File: src/rtl/div8_seq.sv
// div8_seq: sequential 8-bit restoring divider, one quotient bit per cycle, start/busy/done handshake.
// Define DIV8_SIGNED_EN to add Signed_Mode (two's complement, truncation toward zero).
module div8_seq #(
  parameter int    UUID = 0,
  parameter string NAME = ""
) (
  input  logic       clk,
  input  logic       rst,
`ifdef DIV8_SIGNED_EN
  input  logic       Signed_Mode,
`endif
  input  logic       Start,
  input  logic [7:0] Dividend,
  input  logic [7:0] Divisor,
  output logic       Busy,
  output logic       Done,
  output logic [7:0] Quotient,
  output logic [7:0] Remainder,
  output logic       Div_By_Zero
);
  localparam logic [1:0] IDLE = 2'd0;
  localparam logic [1:0] CALC = 2'd1;
  localparam logic [1:0] DONE = 2'd2;
  if (UUID < 0 && $bits(NAME) < 0) begin : g_id
  end
  logic [1:0] state;
  logic [2:0] cnt;
  logic [7:0] dvd, dvs, mag_a, mag_b, qn;
  logic [8:0] rem, sh, nrem;
  logic [9:0] diff;
  logic       neg_q, neg_r, sm;
`ifdef DIV8_SIGNED_EN
  assign sm = Signed_Mode;
`else
  assign sm = 1'b0;
`endif
  // Signed operands are divided as magnitudes; signs are reapplied on the DONE write.
  assign mag_a = (sm && Dividend[7]) ? -Dividend : Dividend;
  assign mag_b = (sm && Divisor[7]) ? -Divisor : Divisor;
  assign sh    = {rem[7:0], dvd[7]};
  assign diff  = {1'b0, sh} - {2'b00, dvs};
  assign nrem  = diff[9] ? sh : diff[8:0];
  assign qn    = {dvd[6:0], ~diff[9]};
  assign Busy  = state == CALC;
  assign Done  = state == DONE;
  always_ff @(posedge clk) begin
    if (rst) begin
      state       <= IDLE;
      cnt         <= 3'd0;
      dvd         <= 8'd0;
      dvs         <= 8'd0;
      rem         <= 9'd0;
      neg_q       <= 1'b0;
      neg_r       <= 1'b0;
      Quotient    <= 8'd0;
      Remainder   <= 8'd0;
      Div_By_Zero <= 1'b0;
    end else if (state != CALC && Start) begin
      if (Divisor == 8'd0) begin
        state       <= DONE;
        Quotient    <= 8'hFF;
        Remainder   <= Dividend;
        Div_By_Zero <= 1'b1;
      end else begin
        state <= CALC;
        cnt   <= 3'd0;
        rem   <= 9'd0;
        dvd   <= mag_a;
        dvs   <= mag_b;
        neg_q <= sm && (Dividend[7] ^ Divisor[7]);
        neg_r <= sm && Dividend[7];
      end
    end else if (state == CALC) begin
      rem <= nrem;
      dvd <= qn;
      cnt <= cnt + 3'd1;
      if (cnt == 3'd7) begin
        state       <= DONE;
        Quotient    <= neg_q ? -qn : qn;
        Remainder   <= neg_r ? -nrem[7:0] : nrem[7:0];
        Div_By_Zero <= 1'b0;
      end
    end else begin
      state <= IDLE;
    end
  end
endmodule

File: config.mk
export PLATFORM = sky130hd
export DESIGN_NAME = div8_seq
export DESIGN_NICKNAME = d
export VERILOG_FILES = /design/src/rtl/div8_seq.sv
export SDC_FILE = /design/constraint.sdc
export NUM_CORES = 1
export LEC_CHECK = 0
export ABC_AREA = 1
export CAP_MARGIN = 10
export CELL_PAD_IN_SITES_DETAIL_PLACEMENT = 1
export CELL_PAD_IN_SITES_GLOBAL_PLACEMENT = 1
export CORE_MARGIN = 2
export CORE_UTILIZATION = 25
export DETAILED_ROUTE_END_ITERATION = 8
export DONT_BUFFER_PORTS = 1
export GPL_TIMING_DRIVEN = 0
export MAX_ROUTING_LAYER = met4
export PLACE_DENSITY = 0.46
export REMOVE_ABC_BUFFERS = 1
export SYNTH_ARGS = -nofsm -noshare
export SYNTH_HDL_FRONTEND = slang
export SYNTH_SLANG_ARGS = --single-unit
export TNS_END_PERCENT = 10
File: constraint.sdc
create_clock -name clk -period 3.3 [get_ports clk]
set_clock_uncertainty 0.05 [all_clocks]
set_input_delay 0.66 -clock clk [delete_from_list [all_inputs] [get_ports clk]]
set_output_delay 0.66 -clock clk [all_outputs]
set_load 0.02 [all_outputs]
==> results of run 1 <==
==> cell usage in the layout, fill, tap and decap left out, types with 3 or more instances in the layout <==
master / Yosys / routed
clkbuf_8: 0 / 6
inv_2: 3 / 3
dfxtp_1: 46 / 46
nand2_2: 3 / 3
nand2_1: 72 / 72
a21oi_1: 22 / 22
nor2_1: 22 / 22
o21ai_1: 20 / 20
nand3_1: 28 / 28
nand4_1: 9 / 9
a31oi_1: 8 / 8
o21ai_0: 20 / 20
xnor2_1: 3 / 3
ha_1: 10 / 10
inv_1: 60 / 60
==> per-stage QoR <==
step           cell area [sq um]  cells  setup slack [ns]
6_report                    2670    481              1.05
5_1_grt                     2670    481             0.861
4_1_cts                     2670    481             0.990
3_5_place_dp                2560    474             0.949
3_3_place_gp                2560    474             0.942
2_1_floorplan               2390    341              1.48
==> power by group <==
group          internal (W)  switching (W)  leakage (nW)  total, W
logic              0.000137       0.000271         0.885  0.000408
clock network      0.000243       0.000201        0.0573  0.000444
registers          0.000592      0.0000285         0.376  0.000621
==> cell type report <==
| type | instances | area (sq um) | share of cell area |
|---|---|---|---|
| Multi-Input combinational cell | 230 | 1220 | 0.457 |
| Sequential cell | 46 | 921 | 0.345 |
| Inverter | 65 | 249 | 0.0933 |
| Tap cell | 133 | 166 | 0.0624 |
| Clock buffer | 6 | 82.6 | 0.0309 |
| Clock inverter | 1 | 30.0 | 0.0113 |
==> worst max path at each step <==
| stage | start | end | cells past startpoint |
|---|---|---|---|
| final | state[1]$_SDFFE_PP0P_ | Remainder[1]$_SDFFE_PP0P_ | 11 |
| after global routing | state[1]$_SDFFE_PP0P_ | Remainder[1]$_SDFFE_PP0P_ | 11 |
| after CTS | state[1]$_SDFFE_PP0P_ | Remainder[1]$_SDFFE_PP0P_ | 11 |
| after detailed placement | Start | Remainder[1]$_SDFFE_PP0P_ | 9 |
| after global placement | Start | Remainder[1]$_SDFFE_PP0P_ | 9 |
| after floorplan | Divisor[5] | rem[0]$_SDFFE_PP0P_ | 10 |
==> state kept, by name, indices dropped and copies added (netlist names) <==
signal and flops:
Div_By_Zero 1, Quotient 8, Remainder 8, cnt 3
dvd 8, dvs 8, rem 8, state 2
==> logic make-up (layout without fill, tap and decap cells) <==
logic type | after synthesis | after routing | share of synthesized area
AOI/OAI and AO/OA | 71 | 71 | 0.153
xor gates and xnor gates | 3 | 3 | 0.0107
adders and majority gates | 11 | 11 | 0.0590
buffers and inverters | 77 | 72 | 0.130
DFF | 46 | 46 | 0.374
and+or+nand+nor | 145 | 145 | 0.273
==> layer usage <==
layer,up-vias,track usage,routed length (microns)
li1,1117,-,-
met1,984,0.187,3420
met2,28,0.218,3030
met3,7,0.0309,252
met4,0,0.0334,80
met5,-,-,0
==> cells in the mapped netlist, drive strengths merged, types with 3 or more instances <==
master | count | area share
inv | 65 | 0.10
clkbuf | 4 | 0.0061
dfxtp | 46 | 0.37
a21oi | 23 | 0.051
o21ai | 40 | 0.081
nand2 | 78 | 0.13
buf | 8 | 0.022
ha | 10 | 0.051
nand3 | 28 | 0.057
nor2 | 25 | 0.045
xnor2 | 3 | 0.011
a31oi | 8 | 0.020
nand4 | 9 | 0.023
==> results, run 1 <==
- The die is 103 microns tall.
- The min-delay analysis places its worst path in the category in -> reg.
- The CTS root buffer is clkbuf_8.
- The startpoint identified for the worst register-to-register timing path is state[1]$_SDFFE_PP0P_.
- The final antenna-violating net count is 0.
- After detailed routing, the total wire length is 6780 microns.
- The flow ran to the end, and the final reports show no timing, DRC or antenna violations.
- After clock tree synthesis, the setup repair step added 0 buffers.
- The worst hold path begins at rst.
- The area of the mapped netlist is 2460 sq um.
- 38 I/O pins were placed.
- The family of cells with the greatest summed delay on the critical path is simple AND/OR/NAND/NOR gates.
- Synthesis produced between 300 and 400 cells.
- The total number of yosys warnings is 0.
- The die is 103 microns wide.
- The count of different cell masters after synthesis is 29.
- The top fanout value on the critical path is 27.
- The maximum cell stage delay along the critical path is 0.39 ns.
- The most used flip-flop cell after synthesis is dfxtp_1.
- The later pin in the worst-skew pair is clocked with a latency of 0.30 ns.
- The maximum VDD drop is 0.158 mV.
- The static leakage power is 1.32 nW.
- Counting flops and latches in the post-synthesis netlist gives 46.
- The synthesis-to-finish area growth is 8.49%.
- Across all register-to-register paths, the minimum setup slack is 1.05 ns.
- In this run, post-CTS hold repair placed 0 buffers.
- The kind of start point of the critical path is a flip-flop.
- The power density of the placed cells is about 550 nW/um^2.
- The reg-to-reg endpoint is Remainder[1]$_SDFFE_PP0P_.
- Timing would allow up to around 0.44 GHz.
- Counting instances, the worst hold path has a depth of 1.
- The initial detailed-routing violation count is 64.
- The H-tree was split into 2 levels.
- Gates resized during post-CTS repair numbered 0.
- The number of port buffers is 0.
- The pin count of the biggest net entering global routing is 35.
- The area of the core is around 9600 sq um.
- The first detailed-routing pass took 4 iterations.
- The number of vias in the routed layout is 2136.
- The mean cell area of the mapped netlist is 6.97 sq um.
- The share of flip-flops with an asynchronous set or reset is 0.
- The required time of the worst setup path is 3.46 ns.
- Across every metal layer, demand over resource in global routing totals 0.140.
- Counting I/O delays and the setup requirement, the final critical path takes 2.25 ns.
- The number of nets in the layout is 378.
- The first global-routing pass estimated 11200 microns of wire.
- Setup repair after global routing left no endpoint under its margin.
- The number of antenna violations at the first check in global routing is 0.
- The buffer and inverter count on the worst path is 4.
- The final number of max-transition violations is 0.
- The setup violation total in the final timing report is 0.
- The signal on the critical path passes through nor2_4, inv_4, nand2_8, inv_2, nand2_2, nand2_2, inv_2, a21oi_1, nand3_1, nand2_1, inv_1.
- The remaining max-slew budget at the tightest pin is 0.317.
- The total overflow left after global routing is 0.
- The layout has 1227 filler cells.
- The final estimated routing congestion in global placement is 0.736.
- The design draws 0.00147 W.
- The worst hold slack across all endpoints is 0.362 ns.
- The total negative setup slack is 0 ns.
- The clock transition at the registers of the reported paths is 0.09 ns.
- The layout cell share with drive strength beyond 1 is 0.0661.
- The number of cells on the worst reg-to-reg path is 11.
- The type of destination of the critical path is a flip-flop.
- TritonCTS built the clock tree.
- No sink is reached through more buffers than the 2 on the longest clock path.
- Of the synthesized area, sequential elements account for 0.374.
- The slew at the pin closest to its max-slew limit is 1.02 ns.
- The kind of critical path is reg -> reg.
- Among all stages on the critical path, the largest delay is contributed by dfxtp_1.
- The number of clock buffers added by TritonCTS is 5.
- The via count of the first global-routing pass was 2199.
- Yosys mapped a number of flops with a built-in enable equal to 0.
- The half-perimeter wire length after placement is 4900 microns.
- The remaining routing DRC violations is 0.
- The count of endpoints failing hold in the final timing report is 0.
- The share of the core filled with cells is 0.277.
- In this run the core area contains 36 standard-cell rows.
- The sink of the worst hold path is cnt[1]$_SDFFE_PP0P_.
- The max-cap check violation count is 0.
- The overall die area is 10600 sq um.
- Dividing the detail-routed via count by the number of cells gives 4.44.
- The ratio of final minimum period to clock period is 0.681.
- The data arrival at the endpoint of the critical path is 2.41 ns.
- The number of clock sinks is 46.
- The number of antenna cells inserted is 0.
- The mean routed wirelength per cell is ~14 microns.
- For this configuration, the core starts out at a cell density of 0.255.
No activity file was read; power rests on OpenSTA's default activity.
==> run 2, diff against run 1 <==
- clock period: 3.3 -> 2.3 ns (I/O delays scaled with it)
==> results, run 2 (synthesis results as in run 1) <==
- For this design, the slowest cell found on the critical path is dfxtp_1.
- After clock tree synthesis, the setup repair step added 0 buffers.
- The internal portion of total power is approximately 0.0014 W.
- The reg-to-reg endpoint is Remainder[1]$_SDFFE_PP0P_.
- Of all nets on the critical path, the largest fanout is 27.
- The remaining routing DRC violations is 0.
- The number of antenna violations at the first check in global routing was 0.
- The first global-routing pass estimated 11200 microns of wire.
- Counting tap cells, the placed design contains a total of roughly 470 instances.
- The number of cells on the worst reg-to-reg path is 11.
- The relative contribution of combinational cells to total power is 0.277.
- The number of clock sinks is 46.
- The kind of start point of the critical path is a flip-flop.
- For this block, the initial DRC count from the detailed router was 64.
- The library cells used most frequently in the layout, excluding fill and tap cells, are 72 x nand2_1, 60 x inv_1, 46 x dfxtp_1.
- The timing endpoint of the critical path is Remainder[1]$_SDFFE_PP0P_.
- The floorplan step defined a die boundary enclosing approximately 11000 sq um.
- Along the worst hold path, the cell count comes to 1.
- The startpoint identified for the worst register-to-register timing path is state[1]$_SDFFE_PP0P_.
- The data arrival at the endpoint of the critical path is 2.28 ns.
- The most common library cell in the layout ignoring fill and taps is nand2_1.
- The die span in x is 103 microns.
- Data on the critical path is required at its endpoint by 2.46 ns.
- Of the total power, the share spent switching nets is 0.340.
- The mean routed wirelength per cell is 14.1 microns.
- The remaining max-slew budget at the tightest pin is 0.319.
- In this run the clock root is driven by a clkbuf_8.
- The number of vias per cell after detailed routing is 4.45.
- Timing analysis after detailed placement gives a worst setup slack of roughly 0.015 ns.
- The final estimated routing congestion in global placement is between 0.7 and 0.8.
- The number of buffers created by CTS is 5.
- Walking the worst path, the cells encountered are nor2_4, inv_4, nand2_8, inv_4, nand2_2, nand2_2, inv_2, a21oi_1, nand3_1, nand2_1, inv_1.
- The top-level port count is 38.
- Counting both buffers and inverters, the worst setup path holds a total of 4.
- For this run, the slowest stage of the critical path takes 0.39 ns.
- The clock share of power is 0.301.
- The via count of the first global-routing pass was 2199.
- The flow ran to the end, and the final reports show no timing, DRC or antenna violations.
- Dividing the final minimum period by the clock period gives 0.922.
- The final number of max-transition violations is 0.
- The routed layout has 2139 vias.
- The family of cells with the greatest summed delay on the critical path is simple AND/OR/NAND/NOR gates.
- The count of endpoints failing hold in the final timing report was 0.
- The slew at the pin closest to its max-slew limit is 1.02 ns.
- The clock latency of the later-clocked register in the worst-skew pair is 0.30 ns.
- The number of antenna cells inserted is 0.
- The worst hold path belongs to the class in -> reg.
- The type of destination of the critical path is a flip-flop.
- The power density of the placed cells is between 700 and 800 nW/um^2.
- In this run the number of cells on the critical path is 11.
- The synthesis-to-finish area growth is 8.60%.
- The minimum setup slack among reg-to-reg paths is 0.18 ns.
- The completed layout was analyzed and its total power is between 0.002 and 0.0025 W.
- Of the cells placed in the final design, the portion with a size suffix greater than 1 is 0.0661.
- Setup repair after global routing left no endpoint under its margin.
- The setup violation total in the final timing report is 0.
- After the flow finishes, the layout carries non-filler instances totaling 481.
- For this run the aggregate overflow at the end of global routing stands at 0.
- For this configuration, the core starts out at a cell density of 0.255.
- The number of port buffers is 0.
- The analysis attributes to net switching a power of 0.000718 W.
- For this run, the total global-route usage over all layers was measured as 0.140.
- After clock tree synthesis, the clock-pin slew on the worst setup and hold paths is 0.09 ns.
- The number of nets in the layout is 378.
- Entering global routing, the biggest net connects 35 pins.
- After legalization and detailed placement, the total HPWL measured between 4000 and 5000 microns.
- The H-tree generated during clock tree synthesis spans 2 levels.
- The final critical delay including setup and external delays is about 2.1 ns.
- The area of the core is between 9000 and 10000 sq um.
- For the final routed database, the setup TNS stands at 0 ns.
- The height of the die is 103 microns.
- The first detailed-routing pass ran for 4 iterations.
- The setup path with the least slack is of type reg -> reg.
- The static leakage power is 1.32 nW.
- The tool flagged a number of max-cap violations equal to 0.
- Timing would allow up to 0.472 GHz.
- TritonCTS built the clock tree.
- Across all setup checks in the final design, the least slack found is between 0.15 and 0.2 ns.
- The start point of the critical path is state[1]$_SDFFE_PP0P_.
- The largest buffer count on any clock path is 2.
- Summed over all layers, the routed wires come to around 6800 microns.
- The detail route stage leaves a number of antenna-violating nets equal to 0.
- The sequential share of power is 0.422.
- The maximum VDD drop is roughly 0.23 mV.
- Measured on the finished design, the core utilization comes to 0.277.
- In this run the core area contains 36 standard-cell rows.
==> run 2: worst reg2reg max path, cell delays in order, from the launching register on <==
cell	delay [ns]
dfxtp_1	0.39
nor2_4	0.10
inv_4	0.11
nand2_8	0.15
inv_4	0.27
nand2_2	0.08
nand2_2	0.28
inv_2	0.17
a21oi_1	0.18
nand3_1	0.12
nand2_1	0.08
inv_1	0.04
==> run 2: worst min-delay path by stage <==
stage          slack [ns]                   to           startpoint
6_report             0.16  cnt[1]$_SDFFE_PP0P_                  rst
5_1_grt              0.15  cnt[2]$_SDFFE_PP0P_                  rst
4_1_cts              0.15  cnt[1]$_SDFFE_PP0P_                  rst
3_5_place_dp         0.41  cnt[0]$_SDFFE_PP0P_  cnt[0]$_SDFFE_PP0P_
3_3_place_gp         0.40  cnt[2]$_SDFFE_PP0P_  cnt[2]$_SDFFE_PP0P_
2_1_floorplan        0.39  cnt[0]$_SDFFE_PP0P_  cnt[0]$_SDFFE_PP0P_
==> run 2: layout make-up <==
| class | count | area [sq um] |
|---|---|---|
| clock buffer | 6 | 82.6 |
| inverter | 65 | 251 |
| sequential | 46 | 921 |
| multi-input combinational | 230 | 1220 |
| fill | 1228 | 6970 |
| clock inverter | 1 | 30.0 |
| tap | 133 | 166 |
==> run 2: layer usage <==
layer / wire length [microns] / part of all wire / up-vias / global-route usage
li1: - / - / 1117 / -
met1: 3410 / 0.50 / 987 / 0.187
met2: 3030 / 0.45 / 28 / 0.218
met3: 252 / 0.037 / 7 / 0.0309
met4: 80 / 0.012 / 0 / 0.0334
met5: 0 / 0 / - / -
==> run 2: what timing repair did <==
| item | in CTS | in global routing |
|---|---|---|
| setup endpoints to repair | 1 | 0 |
| hold buffers | 0 | 0 |
| gates resized for setup | 1 | 0 |
==> run 2: power groups by stage <==
stage	clock [W]	sequential (W)	combinational [W]
after floorplan	0	0.000895	0.000456
after global placement	0	0.000912	0.000590
after detailed placement	0	0.000910	0.000593
after CTS	0.000664	0.000892	0.000597
after global routing	0.000697	0.000899	0.000687
final	0.000636	0.000891	0.000586
==> run 2: metrics by stage <==
| stage | area (sq um) | hold WS [ns] |
|---|---|---|
| finish | 2670 | 0.162 |
| global route | 2670 | 0.146 |
| CTS | 2670 | 0.148 |
| detailed placement | 2560 | 0.411 |
| global placement | 2560 | 0.397 |
| floorplan | 2390 | 0.386 |
